===== config.mk =====
export PLATFORM = sky130hd
export DESIGN_NAME = cv32e40p_sleep_ctrl_mc
export DESIGN_NICKNAME = d
export VERILOG_FILES = /design/src/rtl/cv32e40p_sleep_pkg.sv /design/src/rtl/cv32e40p_clock_gate.sv /design/src/rtl/cv32e40p_sleep_domain.sv /design/src/rtl/cv32e40p_sleep_ctrl_mc.sv
export SDC_FILE = /design/constraint.sdc
export NUM_CORES = 1
export LEC_CHECK = 0
export CORE_MARGIN = 5
export CORE_UTILIZATION = 35
export DETAILED_ROUTE_END_ITERATION = 7
export GPL_ROUTABILITY_DRIVEN = 0
export PLACE_DENSITY = 0.76
export SETUP_SLACK_MARGIN = 0.02
export SYNTH_ARGS = -nofsm -noshare
export SYNTH_HDL_FRONTEND = slang
export SYNTH_SLANG_ARGS = --single-unit

===== constraint.sdc =====
create_clock -name clk_ungated_i -period 2.6 [get_ports clk_ungated_i]
set_input_delay 0.39 -clock clk_ungated_i [delete_from_list [all_inputs] [get_ports clk_ungated_i]]
set_output_delay 0.39 -clock clk_ungated_i [all_outputs]
set_load 0.02 [all_outputs]

===== src/rtl/cv32e40p_sleep_pkg.sv =====
// Shared types and limits for the multi-domain sleep controller.
package cv32e40p_sleep_pkg;

  typedef enum logic [1:0] {
    OFF    = 2'b00,
    ACTIVE = 2'b01,
    IDLE   = 2'b10,
    GATED  = 2'b11
  } sleep_state_e;

  localparam int MAX_DOMAINS = 8;
  localparam int MAX_WAKE    = 32;

endpackage


===== src/rtl/cv32e40p_clock_gate.sv =====
// Glitch-free clock gate: enable latched while clk is low, ANDed with clk.
module cv32e40p_clock_gate (
  input  logic clk_i,
  input  logic en_i,
  input  logic scan_cg_en_i,
  output logic clk_o
);

  logic clk_en;

  always_latch begin
    if (!clk_i) clk_en = en_i | scan_cg_en_i;
  end

  assign clk_o = clk_i & clk_en;

endmodule


===== src/rtl/cv32e40p_sleep_domain.sv =====
// One gated clock domain: idle-hysteresis FSM, idle counter and clock gate.
module cv32e40p_sleep_domain
  import cv32e40p_sleep_pkg::*;
#(
  parameter int IDLE_CNT_W = 4
) (
  input  logic                  clk_ungated_i,
  input  logic                  rst_n,
  input  logic                  scan_cg_en_i,
  input  logic                  fetch_enable_i,
  input  logic                  busy_i,
  input  logic                  wake_i,
  input  logic [IDLE_CNT_W-1:0] idle_thresh_i,
  output logic                  clk_gated_o,
  output logic                  sleep_o,
  output logic                  wake_exit_o
);

  sleep_state_e          state_q, state_d;
  logic [IDLE_CNT_W-1:0] cnt_q, cnt_d;
  logic                  activity;
  logic                  clock_en;

  assign activity = busy_i | wake_i;

  always_ff @(posedge clk_ungated_i or negedge rst_n) begin
    if (!rst_n) begin
      state_q <= OFF;
      cnt_q   <= '0;
    end else begin
      state_q <= state_d;
      cnt_q   <= cnt_d;
    end
  end

  always_comb begin
    state_d = state_q;
    cnt_d   = cnt_q;
    case (state_q)
      OFF: begin
        if (fetch_enable_i) state_d = ACTIVE;
      end
      ACTIVE: begin
        if (!activity) begin
          if (idle_thresh_i == '0) begin
            state_d = GATED;
          end else begin
            state_d = IDLE;
            cnt_d   = IDLE_CNT_W'(1);
          end
        end
      end
      IDLE: begin
        if (activity) begin
          state_d = ACTIVE;
          cnt_d   = '0;
        end else if (cnt_q >= idle_thresh_i) begin
          // >= so a threshold lowered mid-count gates immediately
          state_d = GATED;
        end else if (cnt_q != '1) begin
          cnt_d = cnt_q + IDLE_CNT_W'(1);
        end
      end
      GATED: begin
        if (activity) begin
          state_d = ACTIVE;
          cnt_d   = '0;
        end
      end
      default: begin
        state_d = OFF;
        cnt_d   = '0;
      end
    endcase
  end

  // Wake/busy bypass the FSM so the very next edge is delivered.
  assign clock_en    = fetch_enable_i & ((state_q != GATED) | activity);
  assign sleep_o     = (state_q == GATED);
  assign wake_exit_o = (state_q == GATED) & activity;

  cv32e40p_clock_gate u_clock_gate (
    .clk_i        (clk_ungated_i),
    .en_i         (clock_en),
    .scan_cg_en_i (scan_cg_en_i),
    .clk_o        (clk_gated_o)
  );

endmodule


===== src/rtl/cv32e40p_sleep_ctrl_mc.sv =====
// Multi-domain sleep controller: per-domain gating, wake reduction, ack pulse.
// Optional sleep-cycle statistics enabled by CV32E40P_SLEEP_STATS_EN.
module cv32e40p_sleep_ctrl_mc
  import cv32e40p_sleep_pkg::*;
#(
  parameter int NUM_DOMAINS = 2,
  parameter int NUM_WAKE    = 4,
  parameter int IDLE_CNT_W  = 4
) (
  input  logic                   clk_ungated_i,
  input  logic                   rst_n,
  input  logic                   scan_cg_en_i,
  input  logic                   fetch_enable_i,
  output logic                   fetch_enable_o,
  input  logic [NUM_DOMAINS-1:0] busy_i,
  input  logic [IDLE_CNT_W-1:0]  idle_thresh_i,
  input  logic [NUM_WAKE-1:0]    wake_i,
  input  logic [NUM_WAKE-1:0]    wake_mask_i,
  output logic [NUM_DOMAINS-1:0] clk_gated_o,
  output logic [NUM_DOMAINS-1:0] domain_sleep_o,
  output logic                   core_sleep_o,
  output logic                   wake_ack_o,
  output logic [31:0]            sleep_cycles_o
);

  logic                   fetch_enable_q;
  logic                   wake_ack_q;
  logic                   wake;
  logic [NUM_DOMAINS-1:0] wake_exit;

  assign wake = |(wake_i & wake_mask_i);

  always_ff @(posedge clk_ungated_i or negedge rst_n) begin
    if (!rst_n) begin
      fetch_enable_q <= 1'b0;
      wake_ack_q     <= 1'b0;
    end else begin
      fetch_enable_q <= fetch_enable_q | fetch_enable_i;
      wake_ack_q     <= |wake_exit;
    end
  end

  for (genvar gi = 0; gi < NUM_DOMAINS; gi++) begin : g_domain
    cv32e40p_sleep_domain #(
      .IDLE_CNT_W (IDLE_CNT_W)
    ) u_domain (
      .clk_ungated_i  (clk_ungated_i),
      .rst_n          (rst_n),
      .scan_cg_en_i   (scan_cg_en_i),
      .fetch_enable_i (fetch_enable_q),
      .busy_i         (busy_i[gi]),
      .wake_i         (wake),
      .idle_thresh_i  (idle_thresh_i),
      .clk_gated_o    (clk_gated_o[gi]),
      .sleep_o        (domain_sleep_o[gi]),
      .wake_exit_o    (wake_exit[gi])
    );
  end

  assign fetch_enable_o = fetch_enable_q;
  assign core_sleep_o   = fetch_enable_q & (&domain_sleep_o) & ~wake;
  assign wake_ack_o     = wake_ack_q;

`ifdef CV32E40P_SLEEP_STATS_EN
  logic [31:0] sleep_cycles_q;

  always_ff @(posedge clk_ungated_i or negedge rst_n) begin
    if (!rst_n) begin
      sleep_cycles_q <= '0;
    end else if (core_sleep_o && (sleep_cycles_q != 32'hFFFF_FFFF)) begin
      sleep_cycles_q <= sleep_cycles_q + 32'd1;
    end
  end

  assign sleep_cycles_o = sleep_cycles_q;
`else
  assign sleep_cycles_o = '0;
`endif

endmodule

After elaboration in Yosys (flattened, before gate mapping)
Index checks and enable logic that the tools add are counted.
- order comparisons: 2
- reduce and logical (&&, ||, !) cells: 12
- shift operators: 0
- bitwise operators: 17
- muxes and demuxes: 27
- divide/modulo/power cells: 0
- add/subtract/negate cells: 2
- equality and inequality tests: 24
- $mul: 0
- operators by type and width (cell ; count):
    4-bit two-way mux ; 11
    4-bit case mux with 3 select lines ; 2
    2-bit inequality test, second input constant ; 10
    2-bit two-way mux ; 9
    2-bit case mux with 4 select lines ; 2
    3-bit by 1-bit inequality test with 1-bit output, second input constant ; 4
    6-bit AND reduction ; 2
    4-bit by 1-bit adder with 4-bit output, second input constant ; 2
    1-bit AND ; 8
    2-bit == test, second input constant ; 4
    4-bit >= comparator ; 2
    4-bit inequality test, second input constant ; 2
    4-bit AND reduction ; 2
    1-bit OR ; 7
    3-bit by 2-bit inequality test with 1-bit output, second input constant ; 2
    3-bit nonzero test ; 2
    4-bit AND ; 1
    2-bit by 1-bit == test with 1-bit output, second input constant ; 2
    2-bit logical NOT ; 2
    4-bit logical NOT ; 1
    4-bit OR reduction ; 1
    1-bit two-way mux ; 3
    2-bit AND reduction ; 1
    2-bit OR reduction ; 1
    1-bit NOT ; 1
- bits of input ports: 18
- register bits: 14
- word-level logic and storage cells: 92
- memories kept: 0
- bits in latches: 2
- ROM bits: 0
- output and inout bits: 39
- bits in writable memories: 0

Logic depth before layout (Yosys ltp)
- depth after elaboration: 7
- depth in mapped cells: 8
- depth with buffers taken out: 8

Cells and area by module
Synthesis repeated with hierarchy kept, for this count alone.
- cell total of the unflattened synthesis: 166
- area total of the unflattened synthesis: 1526.5 um2
- modules (own cells, without submodules) (module ; area each (um2) ; times used ; cells an instance ; sequential area each (um2)):
    cv32e40p_sleep_domain ; 561.8 ; 2 ; 59 ; 150.1
    cv32e40p_sleep_ctrl_mc ; 347.8 ; 1 ; 42 ; 50.0
    cv32e40p_clock_gate ; 27.5 ; 2 ; 3 ; 0.0

==> impl_metrics.env <==
export IMPL_synth_ff_type="dfrtp_1"
export IMPL_worst_slack_ps=-112
export IMPL_num_vias=1236
export IMPL_maxCapViolCount=0
export IMPL_grt_pass1_wl_um=5510
export IMPL_num_rows=24
export IMPL_drive_gt1_share_pct=19.4
export IMPL_tightest_slew_ps=691
export IMPL_coreArea_um2=4380
export IMPL_place_hpwl_um=2600
export IMPL_p_per_area_nw_per_um2=861
export IMPL_area_delta_synth_final_pct=21.1
export IMPL_cp_arrival_ps=2320
export IMPL_synthArstFlopShare_pct=87.5
export IMPL_holdBufCountCts=0
export IMPL_fin_nets=249
export IMPL_reg2reg_to="g_domain[0].u_domain.state_q[0]"
export IMPL_ff2ff_setup_slack_ps=290
export IMPL_cts_tree="yes"
export IMPL_ir_drop_uv=332
export IMPL_start_kind="latch"
export IMPL_muxShareOfSynthArea_pct=2.69
export IMPL_grt_start_max_net_pins=15
export IMPL_placed_cell_area_um2=1800
export IMPL_grt_overflow=0
export IMPL_syn_avg_cell_area_um2=9.05
export IMPL_r2r_start="g_domain[0].u_domain.cnt_q[0]"
export IMPL_io_buffers=24
export IMPL_postSynthCellCount=175
export IMPL_drtPass1Iterations=4
export IMPL_rsz0062_at_grt="yes"
export IMPL_drt_vias_per_instance=4.70
export IMPL_synth_top_family_by_area="buffers and inverters"
export IMPL_grt_pass1_vias=1279
export IMPL_final_hold_viol_count=0
export IMPL_violations="setup timing"
export IMPL_outcome="complete, but fails checks"
export IMPL_hp_class="in2async"
export IMPL_die_height_um=77.3
export IMPL_slew_headroom_pct=53.8
export IMPL_wl_um=3300
export IMPL_setup_viol=4
export IMPL_track_usage_pct=11.5
export IMPL_crit_path_cell_trace="and2_4 -> buf_6"
export IMPL_critPathCaptureType="output pin"
export IMPL_clock_latency_ps=360
export IMPL_insertedDiodeCount=0
export IMPL_ys_ff_latch=16
export IMPL_post_route_cell_area_um2=1920
export IMPL_cts_setup_buffers=0
export IMPL_cp_max_fo=1
export IMPL_synth_area_um2=1580
export IMPL_ios=57
export IMPL_ys_types=41
export IMPL_slowest_stage="dlxtn_1"
export IMPL_slowest_delay_ps=390
export IMPL_antenna_found_initial=0
export IMPL_dieWidth_um=77.3
export IMPL_cp_data_required_time_ps=2210
export IMPL_synthSimpleGateAreaFrac_pct=18.8
export IMPL_synth_xor_area_share_pct=0
export IMPL_reg2reg_depth=8
export IMPL_clkTransAtPathRegs_ps=70
export IMPL_criticalPathCategory="latch2out"
export IMPL_ant_nets=0
export IMPL_dp_slack_ps=-179
export IMPL_yosysWarnings=0
export IMPL_drc=0
export IMPL_dieArea_um2=5970
export IMPL_drv_slew=0
export IMPL_drt_iter0_drc=54
export IMPL_synth_enable_flop_cells=0
export IMPL_skew_ps=7.56
export IMPL_synth_compound_area_share_pct=18.1
export IMPL_synth_fa_ha_area_share_pct=15.8
export IMPL_initial_core_util_pct=36.1
export IMPL_avgRoutedWirePerCell_um=12.5
export IMPL_power_leakage_nw=0.906
[placed cells by master (no fill, tap or decap), drive strengths merged]
cell           count
a2111oi            2
a211oi             1
a21o               3
a21oi              4
a221oi             2
a22o               3
a31o               1
a31oi              9
a32o               1
and2               4
and3b              1
buf               10
clkbuf             9
clkdlybuf4s50     22
conb              32
dfrtp             14
dlxtn              2
ha                20
inv               14
mux2               2
mux2i              2
nand2             11
nand2b             2
nand3              4
nand3b             2
nor2               7
nor2b              2
nor3               5
nor4               1
nor4b              2
o21a               1
o21ai              6
o22ai              2
o2bb2ai            1
o31ai              1
or2                5
or4                1
[worst max-delay path: cells and delay by family (launching register included)]
kind                   cells  cell delay, ps
latches                    1             390
AND/OR/NAND/NOR            1             130
buffers and inverters      1             110
[flip-flops by register name, indices dropped and copies added (netlist names)]
register                               flops
fetch_enable_o                             1
wake_ack_o                                 1
g_domain.u_domain.u_clock_gate.clk_en      2
g_domain.u_domain.cnt_q                    8
g_domain.u_domain.state_q                  4
[synthesized netlist by cell type, drive strengths merged, types with 3 or more instances]
master / n / area share (%)
buf: 36 / 17
ha: 20 / 16
dfrtp: 14 / 22
inv: 14 / 3.3
nand2: 11 / 2.8
a31oi: 9 / 3.6
nor2: 7 / 1.7
o21ai: 6 / 1.9
nor3: 5 / 3.0
or2: 5 / 2.0
a21oi: 4 / 1.3
and2: 4 / 1.7
nand3: 4 / 1.3
a21o: 3 / 1.4
a22o: 3 / 2.2
[report_power, final]
part	internal, mW	leakage [nW]	switching, mW
Sequential	0.298	0.194	0.0520
Clock	0.372	0.0802	0.207
Combinational	0.324	0.632	0.399
[per-layer routing]
metal,global-route usage [%],part of all wire (%),up-vias
li1,-,-,618
met1,12.2,39,577
met2,18.9,54,35
met3,5.50,6.0,6
met4,5.84,1.1,0
met5,0,0,-
[layout make-up]
class / instances / area [um^2]
fill: 416 / 2470
multi-input combinational: 140 / 1000
sequential: 16 / 382
timing repair buffer: 30 / 280
clock buffer: 11 / 136
tap: 52 / 65.1
inverter: 14 / 52.6
[logic make-up after synthesis]
| kind of cell | count (synthesis) |
|---|---|
| buffers and inverters | 50 |
| and+or+nand+nor | 47 |
| AOI/OAI and AO/OA | 37 |
| adders and majority gates | 20 |
| DFF | 14 |
| muxes | 4 |
| latches | 2 |
| other | 1 |
[worst max path at each step]
stage	startpoint	endpoint	slack, ps	cells after the start
2_1_floorplan	wake_i[3]	g_domain[0].u_domain.u_clock_gate.clk_en	110	4
3_3_place_gp	g_domain[1].u_domain.u_clock_gate.clk_en	clk_gated_o[1]	-180	2
3_5_place_dp	g_domain[1].u_domain.u_clock_gate.clk_en	clk_gated_o[1]	-180	2
4_1_cts	g_domain[0].u_domain.u_clock_gate.clk_en	clk_gated_o[0]	-120	2
5_1_grt	g_domain[0].u_domain.u_clock_gate.clk_en	clk_gated_o[0]	-150	2
6_report	g_domain[0].u_domain.u_clock_gate.clk_en	clk_gated_o[0]	-110	2
[timing repair]
item	CTS	global route
setup endpoints to repair	4	4
pin swaps	1	0
resized for setup	14	1
gates cloned	0	0
[through the flow]
step	utilization [%]	hold slack [ps]	instances	total power [mW]	TNS [ps]
floorplan	-	94.4	206	1.02	0
global placement	41.0	531	254	1.16	-404
detailed placement	41.0	536	254	1.19	-576
CTS	43.7	456	263	1.67	-232
global route	43.8	502	263	1.78	-291
finish	43.8	440	263	1.65	-218
Power figures use the tool's default switching activity.
